## config.mk

```make
export PLATFORM = sky130hd
export DESIGN_NAME = meter_cmd_sched
export DESIGN_NICKNAME = d
export VERILOG_FILES = /design/src/rtl/meter_pkg.sv /design/src/rtl/meter_req_latch.sv /design/src/rtl/meter_cmd_sched.sv
export SDC_FILE = /design/constraint.sdc
export NUM_CORES = 1
export LEC_CHECK = 0
export BUFFER_PORTS_ARGS = -buffer_cell sky130_fd_sc_hd__buf_2
export CAP_MARGIN = 20
export CORE_MARGIN = 5
export CORE_UTILIZATION = 48
export CTS_BUF_LIST = sky130_fd_sc_hd__clkbuf_8 sky130_fd_sc_hd__clkbuf_16
export DETAILED_ROUTE_END_ITERATION = 12
export PLACE_DENSITY = 0.81
export SYNTH_ARGS = -nofsm -noshare
export SYNTH_HDL_FRONTEND = slang
export SYNTH_SLANG_ARGS = --single-unit
```

## constraint.sdc

```tcl
create_clock -name Decr_Clk -period 2.7 [get_ports Decr_Clk]
set_clock_uncertainty 0.15 [all_clocks]
set_input_delay 0.675 -clock Decr_Clk [delete_from_list [all_inputs] [get_ports Decr_Clk]]
set_output_delay 0.675 -clock Decr_Clk [all_outputs]
set_load 0.03 [all_outputs]
```

## src/rtl/meter_pkg.sv

```systemverilog
// Shared encodings and constants for the meter command scheduler and its request latch.
package meter_pkg;

   localparam int unsigned MaxTime = 9999;
   localparam int unsigned NumSrc  = 7;

   typedef enum logic [1:0] {
      OpAdd  = 2'd0,
      OpLoad = 2'd1,
      OpDec  = 2'd2
   } cmd_op_e;

   // Source index doubles as arbitration rank: the lowest pending index wins.
   typedef enum logic [2:0] {
      SrcSw0   = 3'd0,
      SrcSw1   = 3'd1,
      SrcCoin0 = 3'd2,
      SrcCoin1 = 3'd3,
      SrcCoin2 = 3'd4,
      SrcCoin3 = 3'd5,
      SrcTick  = 3'd6
   } src_e;

   localparam logic [15:0] Coin0Amt = 16'd10;
   localparam logic [15:0] Coin1Amt = 16'd180;
   localparam logic [15:0] Coin2Amt = 16'd200;
   localparam logic [15:0] Coin3Amt = 16'd550;
   localparam logic [15:0] Sw0Load  = 16'd10;
   localparam logic [15:0] Sw1Load  = 16'd205;

   function automatic logic [15:0] src_amount(src_e src);
      case (src)
         SrcSw0:   return Sw0Load;
         SrcSw1:   return Sw1Load;
         SrcCoin0: return Coin0Amt;
         SrcCoin1: return Coin1Amt;
         SrcCoin2: return Coin2Amt;
         SrcCoin3: return Coin3Amt;
         default:  return 16'd0;
      endcase
   endfunction

   function automatic cmd_op_e src_op(src_e src);
      case (src)
         SrcSw0, SrcSw1: return OpLoad;
         SrcTick:        return OpDec;
         default:        return OpAdd;
      endcase
   endfunction

endpackage

```

## src/rtl/meter_req_latch.sv

```systemverilog
// Sticky request capture: coin pulses, switch rising edges and second ticks become pending bits
// that stay set until the scheduler clears them.
module meter_req_latch
   import meter_pkg::*;
(
   input  logic              Decr_Clk,
   input  logic              RESET,
   input  logic [3:0]        coin_pulse,
   input  logic              sw0,
   input  logic              sw1,
   input  logic              sec_tick,
   input  logic              hold,
   input  logic [NumSrc-1:0] clr,
   output logic [NumSrc-1:0] pend,
   output logic              tick_ovf
);

   logic              sw0_q, sw1_q;
   logic [NumSrc-1:0] pend_q, pend_d, set;
   logic              tick_ovf_q, tick_ovf_d;

   always_comb begin
      set        = {sec_tick & ~hold, coin_pulse, sw1 & ~sw1_q, sw0 & ~sw0_q};
      // A new event on a source being cleared this edge wins, so nothing is lost.
      pend_d     = (pend_q & ~clr) | set;
      tick_ovf_d = tick_ovf_q | (sec_tick & pend_q[SrcTick] & ~clr[SrcTick]);
   end

   // Switch history resets high so a switch already up at release is not an edge.
   always_ff @(posedge Decr_Clk or posedge RESET) begin
      if (RESET) begin
         sw0_q      <= 1'b1;
         sw1_q      <= 1'b1;
         pend_q     <= '0;
         tick_ovf_q <= 1'b0;
      end else begin
         sw0_q      <= sw0;
         sw1_q      <= sw1;
         pend_q     <= pend_d;
         tick_ovf_q <= tick_ovf_d;
      end
   end

   assign pend     = pend_q;
   assign tick_ovf = tick_ovf_q;

endmodule

```

## src/rtl/meter_cmd_sched.sv

```systemverilog
// Meter command scheduler: arbitrates pending coin/switch/tick requests into a valid/ready
// command stream. Define METER_SAT_EN to turn over-ceiling ADDs into LOAD MAX_TIME.
module meter_cmd_sched
   import meter_pkg::*;
#(
   parameter int unsigned MAX_TIME   = MaxTime,
   parameter int unsigned LOW_THRESH = 200
) (
   input  logic        Decr_Clk,
   input  logic        RESET,
   input  logic [3:0]  coin_pulse,
   input  logic        sw0,
   input  logic        sw1,
   input  logic        sec_tick,
   input  logic [15:0] cur_time,
   input  logic        cmd_ready,
   output logic        cmd_valid,
   output logic [1:0]  cmd_op,
   output logic [15:0] cmd_data,
   output logic        expired,
   output logic        low_time,
   output logic        tick_ovf
);

   typedef enum logic {StIdle, StIssue} state_e;

   state_e            state_q, state_d;
   src_e              src_q, src_d, pick;
   cmd_op_e           op_q, op_d;
   logic [15:0]       data_q, data_d;
   logic              valid_q, valid_d;
   logic              hold_q, hold_d;
   logic [NumSrc-1:0] pend, clr, avail;
   logic              retire, found, arb, sat_en;
   logic [16:0]       sum;

`ifdef METER_SAT_EN
   assign sat_en = 1'b1;
`else
   assign sat_en = 1'b0;
`endif

   meter_req_latch u_req_latch (
      .Decr_Clk   (Decr_Clk),
      .RESET      (RESET),
      .coin_pulse (coin_pulse),
      .sw0        (sw0),
      .sw1        (sw1),
      .sec_tick   (sec_tick),
      .hold       (hold_q),
      .clr        (clr),
      .pend       (pend),
      .tick_ovf   (tick_ovf)
   );

   assign retire = valid_q & cmd_ready;

   // The source retiring this edge is excluded so the next command follows without a bubble.
   always_comb begin
      avail = pend;
      if (retire) avail[src_q] = 1'b0;
      found = 1'b0;
      pick  = SrcSw0;
      for (int i = int'(NumSrc) - 1; i >= 0; i--) begin
         if (avail[i]) begin
            found = 1'b1;
            pick  = src_e'(3'(i));
         end
      end
   end

   always_comb begin
      state_d = state_q;
      src_d   = src_q;
      op_d    = op_q;
      data_d  = data_q;
      valid_d = valid_q;
      clr     = '0;
      sum     = {1'b0, cur_time} + {1'b0, src_amount(pick)};
      arb     = 1'b0;

      if (retire) clr[src_q] = 1'b1;

      case (state_q)
         StIdle:  arb = 1'b1;
         StIssue: arb = retire;
         default: arb = 1'b1;
      endcase

      if (arb) begin
         state_d = StIdle;
         valid_d = 1'b0;
         op_d    = OpAdd;
         data_d  = '0;
         if (found) begin
            if (pick == SrcTick && cur_time == '0) begin
               clr[SrcTick] = 1'b1;
            end else begin
               state_d = StIssue;
               valid_d = 1'b1;
               src_d   = pick;
               op_d    = src_op(pick);
               data_d  = src_amount(pick);
               if (sat_en && op_d == OpAdd && sum > 17'(MAX_TIME)) begin
                  op_d   = OpLoad;
                  data_d = 16'(MAX_TIME);
               end
            end
         end
      end

      hold_d = hold_q;
      if (!sw0 && !sw1) begin
         hold_d = 1'b0;
      end else if (retire && (src_q == SrcSw0 || src_q == SrcSw1)) begin
         hold_d = 1'b1;
      end
   end

   always_ff @(posedge Decr_Clk or posedge RESET) begin
      if (RESET) begin
         state_q <= StIdle;
         src_q   <= SrcSw0;
         op_q    <= OpAdd;
         data_q  <= '0;
         valid_q <= 1'b0;
         hold_q  <= 1'b0;
      end else begin
         state_q <= state_d;
         src_q   <= src_d;
         op_q    <= op_d;
         data_q  <= data_d;
         valid_q <= valid_d;
         hold_q  <= hold_d;
      end
   end

   assign cmd_valid = valid_q;
   assign cmd_op    = op_q;
   assign cmd_data  = data_q;
   assign expired   = (cur_time == '0);
   assign low_time  = (cur_time != '0) && (32'(cur_time) < LOW_THRESH);

endmodule

```

Yosys cells after proc, flatten, opt, wreduce, memory -nomap -nowiden
Index checks and enable logic that the tools add are counted.

Register bits: 33. Word-level logic and storage cells: 85.

Magnitude comparators: 3. Equality and inequality tests: 7. Muxes and demuxes: 32. Bitwise operators: 18. Reductions and logical operators: 16.

Operator list (count): $pmux 10 s5 (1); $mux 16 (2); $mux 3 (7); $logic_not 16->1 (1); $lt 16x8->1 const B (1); $reduce_bool 16->1 (1); $mux 1 (15); $and 7x7->7 (2); $mux 7 (2); $not 7->7 (2); $eq 3x3->1 const B (3); $or 7x7->7 (1); $and 1x1->1 (6); $eq 3x1->1 const B (2); $eq 3x2->1 const B (2); $logic_not 3->1 (2); $not 1->1 (6); $logic_and 1x1->1 (5); $lt 3x4->1 const B (1); $mux 2 (2); $pmux 2 s2 (1); $reduce_or 2->1 (2); $demux 1 s3 (1); $ge 3x1->1 const B (1); other kinds (6) (7).

Depth between registers and ports, before layout
Gate-level depths: netlist of run 1.

Depth after elaboration: 22. Depth in mapped cells: 6.

Modules after synthesis
A second synthesis of run 1 with hierarchy kept.

Cell total of the unflattened synthesis: 156. Area total of the unflattened synthesis: 1501.4 um^2.

By module, submodules not included: meter_cmd_sched (instances 1, cells each 127, area each 1147.4 um^2, sequential area each 400.4 um^2); meter_req_latch (instances 1, cells each 29, area each 354.1 um^2, sequential area each 252.7 um^2).

Worst setup path after synthesis of run 1
Ideal clock, no wire load.

Path kind: input to output. From: input port cur_time[3]. To: output port low_time. Data arrival time: 1.903 ns. Data required time: 1.875 ns. Slack: -0.028 ns. Cell stages on the path: 2. Path through: or3_1 -> a311oi_1.

Longest elaborated chain between the ends: 2. Elaborated cells between the ends (all ways): 3. Those cells by class: order compare: 1; reduce/logical: 2.

RTL lines: from (decl) (line meter_cmd_sched.sv:15) `input logic [15:0] cur_time,`; $lt 16x8->1 or $reduce_bool 16->1 (tied branches) (line meter_cmd_sched.sv:142) `assign low_time = (cur_time != '0) && (32'(cur_time) < LOW_THRESH);`; $logic_and 1x1->1 * (line meter_cmd_sched.sv:142); to (decl) (line meter_cmd_sched.sv:21) `output logic low_time,`.

Every way passes the cells marked *; elsewhere a longest branch is shown, timed or not.

Worst setup path after layout of run 1
From: input port cur_time[0]. To: output port low_time.

Same word-level chain as after synthesis.

==> impl_metrics.prom, run 1 <==
# TYPE chip_impl_metric gauge
chip_impl_metric{name="timing_max_transition_violations_final",unit=""} 0
chip_impl_info{name="r2r-end",value="cmd_data[7]"} 1
chip_impl_metric{name="boundaryPins",unit=""} 48
chip_impl_metric{name="overall_routing_resource_usage",unit="%"} 16.7
chip_impl_info{name="worst_setup_path_endpoint",value="low_time"} 1
chip_impl_info{name="clock_tree_from_tritoncts",value="built"} 1
chip_impl_metric{name="timing.critical_path.required",unit="ns"} 1.88
chip_impl_metric{name="finish.cell_count_without_fillers",unit=""} 195
chip_impl_metric{name="placement.io_buffers",unit=""} 40
chip_impl_info{name="type_of_element_capturing_the_critical_path",value="output pin"} 1
chip_impl_metric{name="hold_buffers",unit=""} 0
chip_impl_info{name="grt_setup_unrepaired",value="false"} 1
chip_impl_metric{name="cts_resized",unit=""} 0
chip_impl_metric{name="drt_iter0_drc",unit=""} 18
chip_impl_metric{name="detailedRoute.firstPassIterationCount",unit=""} 4
chip_impl_info{name="root_buffer",value="clkbuf_8"} 1
chip_impl_metric{name="grt_antenna_before_repair",unit=""} 0
chip_impl_metric{name="ff2ff_setup_slack",unit="ns"} 0.45
chip_impl_metric{name="antenna_cells_inserted",unit=""} 0
chip_impl_metric{name="cts-htree-levels",unit=""} 1
chip_impl_metric{name="dp_slack",unit="ns"} 0.0158
chip_impl_metric{name="yosys_register_bits",unit=""} 26
chip_impl_metric{name="routed_wl",unit="µm"} 2920
chip_impl_metric{name="setup_viol",unit=""} 0
chip_impl_metric{name="layout_cells_sized_above_1",unit="%"} 40.6
chip_impl_metric{name="ys_seq_area_share",unit="%"} 51.3
chip_impl_metric{name="cts_post_setup_buffers_inserted",unit=""} 0
chip_impl_metric{name="clock_tree.buffer_depth",unit=""} 2
chip_impl_metric{name="clkSinkCount",unit=""} 26
chip_impl_metric{name="number_of_global_route_vias_before_repair",unit=""} 1085
chip_impl_metric{name="pwr_density_cell",unit="mW/mm²"} 869
chip_impl_metric{name="fmaxAchievable",unit="MHz"} 381
chip_impl_metric{name="global_route.overflow_total",unit=""} 0
chip_impl_metric{name="num_vias",unit=""} 1082
chip_impl_metric{name="post-place-cells",unit=""} 191
chip_impl_metric{name="synth_area",unit="mm²"} 0.00127
chip_impl_metric{name="final_core_utilization",unit="%"} 63.7
chip_impl_metric{name="coreArea",unit="mm²"} 0.00250
chip_impl_metric{name="tns",unit="ns"} 0
chip_impl_metric{name="grt_first_pass_wirelength",unit="µm"} 4740
chip_impl_metric{name="layout-area-overhead-vs-synth",unit="%"} 25.0
chip_impl_metric{name="arrival_time_of_data_at_the_critical_path_endpoint",unit="ns"} 1.80
chip_impl_info{name="worstSetupPathType",value="in2out"} 1
chip_impl_info{name="critical_path.reg2reg.startpoint",value="src_q[0]"} 1
chip_impl_metric{name="fp-row-count",unit=""} 18
chip_impl_metric{name="p_leak",unit="nW"} 0.759
chip_impl_metric{name="final_routed_wire_length_divided_by_cell_count",unit="µm"} 15.0
chip_impl_metric{name="die-area",unit="mm²"} 0.00378
chip_impl_metric{name="postLayoutSetupSlackWorst",unit="ns"} 0.0720
chip_impl_metric{name="worst_ir_drop_vdd",unit="V"} 0.000564
chip_impl_info{name="setup.worst_path.start_class",value="input pin"} 1
chip_impl_metric{name="chipHeight",unit="µm"} 61.5
chip_impl_metric{name="finalHoldViolations",unit=""} 0
chip_impl_metric{name="synthCells",unit=""} 119
chip_impl_info{name="cp-startpoint",value="cur_time[0]"} 1
chip_impl_info{name="status",value="finished, final reports clean"} 1
chip_impl_metric{name="clk_transition_reported_paths",unit="ns"} 0.09
chip_impl_metric{name="initial_utilization",unit="%"} 51.0
chip_impl_metric{name="max-cap-violations",unit=""} 0
chip_impl_metric{name="yosys_warnings",unit=""} 0
chip_impl_metric{name="antenna_left",unit=""} 0
chip_impl_metric{name="worst-r2r-cell-count",unit=""} 7
chip_impl_metric{name="layout_min_cycle_time",unit="ns"} 2.63
chip_impl_metric{name="grt_max_degree",unit=""} 27
chip_impl_metric{name="dp.final_hpwl",unit="µm"} 2290
chip_impl_metric{name="gp_routability_congestion",unit=""} 0.819
chip_impl_metric{name="post-route-period-util",unit="%"} 97.3
chip_impl_metric{name="synth_cell_types",unit=""} 42
chip_impl_metric{name="viasPerCell",unit=""} 5.55
chip_impl_metric{name="cts_made_buffers",unit=""} 3
chip_impl_metric{name="clock_insertion_delay_worst_skew",unit="ns"} 0.27
chip_impl_metric{name="die_w",unit="µm"} 61.5
chip_impl_metric{name="synthesis.area_per_instance",unit="µm²"} 10.7
chip_impl_info{name="class_of_the_most_critical_hold_timing_path",value="in2async"} 1
chip_impl_metric{name="route.detailed.drc",unit=""} 0
chip_impl_metric{name="finish.net_count",unit=""} 192
chip_impl_metric{name="crit_path_max_fanout",unit=""} 2
[worst min path at each step]
stage,endpoint,depth (start not counted),from
floorplan,src_q[0],1,src_q[0]
global placement,u_req_latch.tick_ovf,1,u_req_latch.tick_ovf
detailed placement,u_req_latch.tick_ovf,1,u_req_latch.tick_ovf
CTS,cmd_data[2],3,RESET
global route,cmd_data[2],3,RESET
finish,cmd_data[1],3,RESET
[stage by stage]
stage               hold WS [ns]  total power [W]  cell area, µm²
finish                     0.283          0.00138            1590
detailed placement         0.295          0.00107            1520
global route               0.330          0.00146            1590
floorplan                  0.333         0.000920            1300
global placement           0.292          0.00105            1520
CTS                        0.297          0.00139            1590
[flip-flops by register name (all words and copies together) (netlist names)]
name / cells
src_q: 3
cmd_valid: 1
u_req_latch.sw1_q: 1
cmd_data: 9
u_req_latch.pend: 7
u_req_latch.tick_ovf: 1
cmd_op: 2
u_req_latch.sw0_q: 1
hold_q: 1
[worst max-delay path, stage by stage]
cell and delay [ns]:
buf_2 0.09, or4_1 0.53, nor3_2 0.15, buf_4 0.14, a311oi_2 0.03, buf_2 0.19
[where the power goes]
part / total (W) / switching (W) / internal [W]
clock: 0.000327 / 0.000128 / 0.000199
combinational: 0.000504 / 0.000319 / 0.000185
sequential: 0.000554 / 0.0000716 / 0.000482
total: 0.00138 / 0.000518 / 0.000866
[metal layers]
metal / wire, µm / part of all wire, % / global-route usage, % / vias up
met4: 88 / 3.0 / 9.09 / 0
met5: 0 / 0 / 0 / -
met1: 1180 / 40 / 20.4 / 517
met3: 212 / 7.3 / 3.14 / 11
met2: 1440 / 49 / 27.7 / 46
li1: - / - / - / 508
[cell families after synthesis]
logic type      share of synthesized area (%)
compound gates                           22.9
xor+xnor                                0.688
buf+inv                                  5.99
flops                                    51.3
mux                                      1.18
other cells                             0.294
simple gates                             17.7
[Yosys cell counts (all sizes together)]
| library cell | count | share of area [%] |
|---|---|---|
| a32o | 1 | 0.79 |
| nand3b | 1 | 0.88 |
| o31ai | 4 | 3.8 |
| and4 | 1 | 0.88 |
| nor3 | 1 | 0.39 |
| nand2 | 10 | 2.9 |
| or3 | 1 | 0.49 |
| o211ai | 2 | 1.2 |
| dfstp | 2 | 4.1 |
| or2b | 3 | 1.8 |
| inv | 4 | 1.2 |
| a31o | 1 | 0.69 |
| nor2 | 6 | 1.8 |
| nor4 | 2 | 0.98 |
| o22a | 1 | 0.79 |
| xor2 | 1 | 0.69 |
| a22o | 3 | 2.1 |
| nand3 | 4 | 2.0 |
| mux2 | 1 | 1.2 |
| buf | 9 | 4.8 |
| a311oi | 1 | 0.69 |
| a21o | 5 | 2.9 |
| o21a | 2 | 1.2 |
| a31oi | 4 | 2.0 |
| and2b | 3 | 2.1 |
| dfrtp | 24 | 47 |
| nand2b | 6 | 2.9 |
| o21ai | 9 | 4.1 |
| o31a | 1 | 0.79 |
| conb | 1 | 0.29 |
| or4 | 1 | 0.59 |
| a21oi | 4 | 1.9 |
[area by class of cell]
| cell class | instances | area [µm²] |
|---|---|---|
| fillers | 219 | 907 |
| flip-flops and latches | 26 | 653 |
| multi-input cells | 86 | 578 |
| repair buffers | 45 | 238 |
| clock buffers | 3 | 41.3 |
| well taps | 30 | 37.5 |
| clock inverters | 1 | 30.0 |
| inverters | 4 | 15.0 |
[cell usage in the layout, fill, tap and decap left out, types with 4 or more instances in the layout]
cell,n
buf_4,5
nor2_1,6
dfrtp_1,24
nand2b_1,6
conb_1,7
a21o_1,5
inv_1,4
o21ai_0,4
nand2_1,10
a31oi_1,4
buf_2,40
(Power assumes the default switching activity.)
==> run 2: changes to the inputs <==
--- a/config.mk
+++ b/config.mk
@@ -5,7 +5,7 @@
 export SDC_FILE = /design/constraint.sdc
 export NUM_CORES = 1
 export LEC_CHECK = 0
-export BUFFER_PORTS_ARGS = -buffer_cell sky130_fd_sc_hd__buf_2
+export BUFFER_PORTS_ARGS = -buffer_cell sky130_fd_sc_hd__buf_4
 export CAP_MARGIN = 20
 export CORE_MARGIN = 5
 export CORE_UTILIZATION = 48
==> impl_metrics.prom, run 2 (synthesized netlist as in run 1, its figures left out) <==
# TYPE chip_impl_metric gauge
chip_impl_info{name="status",value="finished, final reports clean"} 1
chip_impl_metric{name="final_core_utilization",unit="%"} 67.1
chip_impl_metric{name="cts-htree-levels",unit=""} 1
chip_impl_metric{name="max-cap-violations",unit=""} 0
chip_impl_info{name="class_of_the_most_critical_hold_timing_path",value="in2async"} 1
chip_impl_metric{name="cts_made_buffers",unit=""} 3
chip_impl_metric{name="clock_tree.buffer_depth",unit=""} 2
chip_impl_info{name="setup.worst_path.start_class",value="input pin"} 1
chip_impl_metric{name="crit_path_max_fanout",unit=""} 2
chip_impl_metric{name="global_route.overflow_total",unit=""} 0
chip_impl_metric{name="finalHoldViolations",unit=""} 0
chip_impl_metric{name="dp.final_hpwl",unit="µm"} 2360
chip_impl_info{name="timing.critical_path.cells",value="buf_4 > or4_1 > nor3_2 > buf_4 > a311oi_2 > buf_4"} 1
chip_impl_metric{name="placement.io_buffers",unit=""} 40
chip_impl_metric{name="layout_min_cycle_time",unit="ns"} 2.63
chip_impl_metric{name="p_leak",unit="nW"} 0.784
chip_impl_info{name="mostFrequentLayoutCells",value="45 x buf_4, 24 x dfrtp_1, 10 x nand2_1"} 1
chip_impl_metric{name="fmaxAchievable",unit="MHz"} 380
chip_impl_metric{name="layout-area-overhead-vs-synth",unit="%"} 31.6
chip_impl_metric{name="detailedRoute.firstPassIterationCount",unit=""} 4
chip_impl_metric{name="finish.net_count",unit=""} 192
chip_impl_metric{name="layout_cells_sized_above_1",unit="%"} 40.6
chip_impl_metric{name="pwr-share-seq",unit="%"} 40.7
chip_impl_metric{name="drt_iter0_drc",unit=""} 28
chip_impl_metric{name="arrival_time_of_data_at_the_critical_path_endpoint",unit="ns"} 1.81
chip_impl_info{name="type_of_element_capturing_the_critical_path",value="output pin"} 1
chip_impl_metric{name="switching_power",unit="W"} 0.000525
chip_impl_metric{name="routed_wl",unit="µm"} 3000
chip_impl_info{name="timing.critical_path.mode_cell",value="buf_4"} 1
chip_impl_info{name="gate_family_responsible_for_the_most_delay_along_the_worst_path",value="simple AND/OR/NAND/NOR gates"} 1
chip_impl_metric{name="timing_max_transition_violations_final",unit=""} 0
chip_impl_metric{name="post-route-period-util",unit="%"} 97.5
chip_impl_metric{name="critPathMaxStageDelay",unit="ns"} 0.53
chip_impl_metric{name="route.detailed.drc",unit=""} 0
chip_impl_metric{name="final_routed_wire_length_divided_by_cell_count",unit="µm"} 15.4
chip_impl_info{name="worstSetupPathType",value="in2out"} 1
chip_impl_metric{name="antenna_cells_inserted",unit=""} 0
chip_impl_metric{name="grt_antenna_before_repair",unit=""} 0
chip_impl_metric{name="num_vias",unit=""} 1075
chip_impl_metric{name="clkSinkCount",unit=""} 26
chip_impl_metric{name="final.hold.worst_slack",unit="ns"} 0.292
chip_impl_metric{name="coreArea",unit="mm²"} 0.00250
chip_impl_metric{name="die-area",unit="mm²"} 0.00378
chip_impl_metric{name="fp-row-count",unit=""} 18
chip_impl_metric{name="clk_transition_reported_paths",unit="ns"} 0.09
chip_impl_metric{name="worst_ir_drop_vdd",unit="V"} 0.000588
chip_impl_metric{name="die_w",unit="µm"} 61.5
chip_impl_info{name="root_buffer",value="clkbuf_8"} 1
chip_impl_metric{name="switching_share",unit="%"} 38.3
chip_impl_metric{name="gp_routability_congestion",unit=""} 0.867
chip_impl_metric{name="power.share.clock",unit="%"} 18.6
chip_impl_metric{name="timing.critical_path.required",unit="ns"} 1.88
chip_impl_metric{name="power_frac_comb",unit="%"} 40.8
chip_impl_metric{name="cts_post_setup_buffers_inserted",unit=""} 0
chip_impl_metric{name="viasPerCell",unit=""} 5.51
chip_impl_metric{name="p_int",unit="W"} 0.000846
chip_impl_info{name="timing.critical_path.slowest_stage_cell",value="or4_1"} 1
chip_impl_metric{name="overall_routing_resource_usage",unit="%"} 17.0
chip_impl_metric{name="pwr_density_cell",unit="mW/mm²"} 818
chip_impl_metric{name="clock_insertion_delay_worst_skew",unit="ns"} 0.27
chip_impl_metric{name="initial_utilization",unit="%"} 51.0
chip_impl_info{name="grt_setup_unrepaired",value="false"} 1
chip_impl_metric{name="chipHeight",unit="µm"} 61.5
chip_impl_info{name="clock_tree_from_tritoncts",value="built"} 1
chip_impl_info{name="layout.cells.most_common",value="buf_4"} 1
chip_impl_metric{name="number_of_global_route_vias_before_repair",unit=""} 1081
chip_impl_metric{name="setup_viol",unit=""} 0
chip_impl_metric{name="grt_max_degree",unit=""} 27
chip_impl_metric{name="critical_path.n_buffers_inverters",unit=""} 3
chip_impl_metric{name="nFillCells",unit=""} 193
chip_impl_metric{name="boundaryPins",unit=""} 48
chip_impl_metric{name="largest_register_ff_count",unit=""} 9
chip_impl_metric{name="grt_first_pass_wirelength",unit="µm"} 4770
chip_impl_metric{name="tns",unit="ns"} 0
chip_impl_metric{name="antenna_left",unit=""} 0
==> run 2: changes by cell type in the layout (fill, tap and decap cells not counted) <==
cell | before | now
buf_2 | 40 | 0
bufinv_16 | 1 | 0
clkbuf_8 | 3 | 4
buf_4 | 5 | 45
==> run 2: repair_timing <==
action / CTS / global route
setup endpoints to repair: 0 / 2
resized for setup: 0 / 1
hold buffers: 0 / 0
==> run 2: worst reg2reg max path, cell delays in order, from the launching register on <==
cell and delay, ns:
dfrtp_1 0.42, nand3b_2 0.33, o21ai_2 0.31, and4_4 0.29, o21ai_1 0.14, xor2_1 0.21, a32o_1 0.27
==> run 2: final cells by class <==
| class | count | area (µm²) | share of cell area, % |
|---|---|---|---|
| Clock buffer | 4 | 55.1 | 3.28 |
| Inverter | 4 | 15.0 | 0.896 |
| Multi-Input combinational cell | 86 | 578 | 34.5 |
| Sequential cell | 26 | 653 | 39.0 |
| Tap cell | 30 | 37.5 | 2.24 |
| Timing Repair Buffer | 45 | 338 | 20.1 |
==> run 2: power by group through the flow <==
stage,Combinational [W],Sequential [W],Clock [W]
floorplan,0.000268,0.000652,0
global placement,0.000543,0.000558,0
detailed placement,0.000557,0.000565,0
CTS,0.000561,0.000557,0.000259
global route,0.000602,0.000571,0.000271
finish,0.000559,0.000557,0.000254
==> run 2: metal layers <==
metal	track usage (%)	part of all wire, %	vias up
li1	-	-	506
met1	19.4	38	519
met2	30.5	52	44
met3	3.56	7.6	6
met4	6.97	2.2	0
met5	0	0	-
==> run 2: final timing paths <==
kind,start,end,slack [ns],cells past startpoint
worst max-delay path,cur_time[0],low_time,0.07,6
worst min-delay path,RESET,src_q[0],0.29,3
worst max register to register,src_q[0],cmd_data[6],0.47,6
worst min register to register,u_req_latch.tick_ovf,u_req_latch.tick_ovf,0.33,1
max in group asynchronous,RESET,u_req_latch.sw1_q,1.82,3
min in group Decr_Clk,u_req_latch.tick_ovf,u_req_latch.tick_ovf,0.33,1
==> run 2: stage by stage <==
step	power (W)	cell area, µm²	instances	worst slack [ns]
finish	0.00137	1680	195	0.0686
global route	0.00144	1680	195	0.0196
CTS	0.00138	1670	195	0.0186
detailed placement	0.00112	1620	191	0.0186
global placement	0.00110	1620	191	0.0673
floorplan	0.000920	1300	125	0.104
==> run 3: changes to the inputs <==
==> constraint.sdc (replaced) <==
create_clock -name Decr_Clk -period 2.8 [get_ports Decr_Clk]
set_clock_uncertainty 0.15 [all_clocks]
set_input_delay 0.7 -clock Decr_Clk [delete_from_list [all_inputs] [get_ports Decr_Clk]]
set_output_delay 0.7 -clock Decr_Clk [all_outputs]
set_load 0.03 [all_outputs]
==> impl_metrics.prom, run 3 (synthesized netlist as in run 1, its figures left out) <==
# TYPE chip_impl_metric gauge
chip_impl_metric{name="dp.final_hpwl",unit="µm"} 2210
chip_impl_metric{name="fmaxAchievable",unit="MHz"} 369
chip_impl_metric{name="clock_insertion_delay_worst_skew",unit="ns"} 0.27
chip_impl_metric{name="critPathMaxStageDelay",unit="ns"} 0.50
chip_impl_metric{name="pwr-share-seq",unit="%"} 42.5
chip_impl_metric{name="fp-row-count",unit=""} 18
chip_impl_info{name="critical_path.reg2reg.startpoint",value="src_q[0]"} 1
chip_impl_info{name="type_of_element_capturing_the_critical_path",value="output pin"} 1
chip_impl_metric{name="grt_first_pass_wirelength",unit="µm"} 4750
chip_impl_info{name="worstSetupPathType",value="in2out"} 1
chip_impl_metric{name="num_vias",unit=""} 1052
chip_impl_metric{name="worst-r2r-cell-count",unit=""} 6
chip_impl_metric{name="coreArea",unit="mm²"} 0.00250
chip_impl_metric{name="crit_path_max_fanout",unit=""} 3
chip_impl_metric{name="cts_resized",unit=""} 0
chip_impl_metric{name="worst_hold_path.num_cells",unit=""} 1
chip_impl_metric{name="placed_cell_area",unit="mm²"} 0.00158
chip_impl_info{name="layout.cells.most_common",value="buf_4"} 1
chip_impl_metric{name="switching_power",unit="W"} 0.000492
chip_impl_metric{name="clk_transition_reported_paths",unit="ns"} 0.09
chip_impl_metric{name="antenna_left",unit=""} 0
chip_impl_metric{name="route.detailed.drc",unit=""} 0
chip_impl_metric{name="power_frac_comb",unit="%"} 40.7
chip_impl_info{name="cp-startpoint",value="cur_time[0]"} 1
chip_impl_metric{name="p_int",unit="W"} 0.000771
chip_impl_info{name="holdCritStartpoint",value="u_req_latch.tick_ovf"} 1
chip_impl_metric{name="finalHoldViolations",unit=""} 0
chip_impl_metric{name="routed_wl",unit="µm"} 2850
chip_impl_metric{name="layout_cells_sized_above_1",unit="%"} 37.3
chip_impl_metric{name="initial_utilization",unit="%"} 51.0
chip_impl_metric{name="overall_routing_resource_usage",unit="%"} 16.9
chip_impl_metric{name="pwr_density_cell",unit="mW/mm²"} 777
chip_impl_metric{name="setup_viol",unit=""} 0
chip_impl_info{name="grt_setup_unrepaired",value="false"} 1
chip_impl_metric{name="max-cap-violations",unit=""} 0
chip_impl_info{name="timing.critical_path.slowest_stage_cell",value="or4_1"} 1
chip_impl_info{name="mostFrequentLayoutCells",value="41 x buf_4, 24 x dfrtp_1, 10 x nand2_1"} 1
chip_impl_metric{name="clkSinkCount",unit=""} 26
chip_impl_metric{name="cts_post_setup_buffers_inserted",unit=""} 0
chip_impl_metric{name="grt_antenna_before_repair",unit=""} 0
chip_impl_metric{name="post-route-period-util",unit="%"} 96.9
chip_impl_metric{name="largest_register_ff_count",unit=""} 9
chip_impl_metric{name="boundaryPins",unit=""} 48
chip_impl_metric{name="global_route.overflow_total",unit=""} 0
chip_impl_metric{name="antenna_cells_inserted",unit=""} 0
chip_impl_metric{name="tns",unit="ns"} 0
chip_impl_info{name="timing.critical_path.cells",value="buf_4 > or4_1 > nor3_1 > and2b_1 > buf_4"} 1
chip_impl_info{name="setup.worst_path.start_class",value="input pin"} 1
chip_impl_info{name="clock_tree_from_tritoncts",value="built"} 1
chip_impl_metric{name="die_w",unit="µm"} 61.5
chip_impl_info{name="timing.critical_path.mode_cell",value="buf_4"} 1
chip_impl_metric{name="cts_made_buffers",unit=""} 3
chip_impl_metric{name="layout_min_cycle_time",unit="ns"} 2.71
chip_impl_metric{name="worst_ir_drop_vdd",unit="V"} 0.000441
chip_impl_metric{name="hold_buffers",unit=""} 0
chip_impl_metric{name="gp_routability_congestion",unit=""} 0.822
chip_impl_metric{name="detailedRoute.firstPassIterationCount",unit=""} 4
chip_impl_info{name="class_of_the_most_critical_hold_timing_path",value="reg2reg"} 1
chip_impl_metric{name="layout-area-overhead-vs-synth",unit="%"} 27.6
chip_impl_metric{name="final_routed_wire_length_divided_by_cell_count",unit="µm"} 14.9
chip_impl_metric{name="chipHeight",unit="µm"} 61.5
chip_impl_metric{name="die-area",unit="mm²"} 0.00378
chip_impl_metric{name="viasPerCell",unit=""} 5.51
chip_impl_metric{name="grt_max_degree",unit=""} 27
chip_impl_metric{name="design_area",unit="mm²"} 0.00163
chip_impl_info{name="root_buffer",value="clkbuf_8"} 1
chip_impl_metric{name="power.share.clock",unit="%"} 16.8
chip_impl_metric{name="timing_max_transition_violations_final",unit=""} 0
chip_impl_metric{name="placement.io_buffers",unit=""} 40
chip_impl_metric{name="arrival_time_of_data_at_the_critical_path_endpoint",unit="ns"} 1.86
chip_impl_metric{name="drt_iter0_drc",unit=""} 17
chip_impl_metric{name="number_of_global_route_vias_before_repair",unit=""} 1093
chip_impl_metric{name="p_leak",unit="nW"} 0.759
chip_impl_metric{name="switching_share",unit="%"} 38.9
chip_impl_metric{name="finish.net_count",unit=""} 188
chip_impl_metric{name="final_core_utilization",unit="%"} 65.0
chip_impl_metric{name="timing.critical_path.required",unit="ns"} 1.95
chip_impl_metric{name="clock_tree.buffer_depth",unit=""} 2
chip_impl_metric{name="cts-htree-levels",unit=""} 1
chip_impl_info{name="status",value="finished, final reports clean"} 1
## run 3: changes by cell type in the layout (fill, tap and decap cells not counted), sizes merged
cell / delta
clkbuf: -1
buf: -4
inv: +1
## run 3: power by group through the flow
stage / combinational (W) / sequential [W] / clock, W
3_5_place_dp: 0.000512 / 0.000545 / 0
5_1_grt: 0.000558 / 0.000552 / 0.000227
4_1_cts: 0.000519 / 0.000539 / 0.000215
3_3_place_gp: 0.000503 / 0.000538 / 0
2_1_floorplan: 0.000258 / 0.000628 / 0
6_report: 0.000514 / 0.000537 / 0.000211
## run 3: path summary, 6_finish.rpt
check / to / slack, ns
max: expired / 0.09
min: u_req_latch.tick_ovf / 0.32
max reg2reg: cmd_data[6] / 0.51
min reg2reg: u_req_latch.tick_ovf / 0.32
max in group asynchronous: u_req_latch.sw1_q / 1.88
min in group asynchronous: cmd_data[0] / 0.33
## run 3: layer usage
layer,up-vias,share of wire [%],GRT usage [%]
met5,-,0,0
met4,0,1.8,7.27
met2,46,50,29.9
met1,500,39,20.2
li1,501,-,-
met3,5,8.4,2.73
## run 3: cell type report
cell class	instances	area, µm²
multi-input combinational	86	567
tap	30	37.5
clock buffer	3	41.3
timing repair buffer	41	308
fill	204	875
sequential	26	653
clock inverter	1	3.75
inverter	4	15.0
## run 3: critical path, delay by kind of cell
family                 cells  cell delay (ns)
AND/OR/NAND/NOR            3             0.88
buffers and inverters      2             0.28
## run 3: through the flow
step	setup slack, ns	power, W	hold WS, ns	instances
final	0.0876	0.00126	0.319	191
after global routing	0.0139	0.00134	0.354	191
after CTS	0.0711	0.00127	0.324	191
after detailed placement	0.0740	0.00106	0.299	187
after global placement	0.131	0.00104	0.298	187
after floorplan	0.0216	0.000887	0.333	125
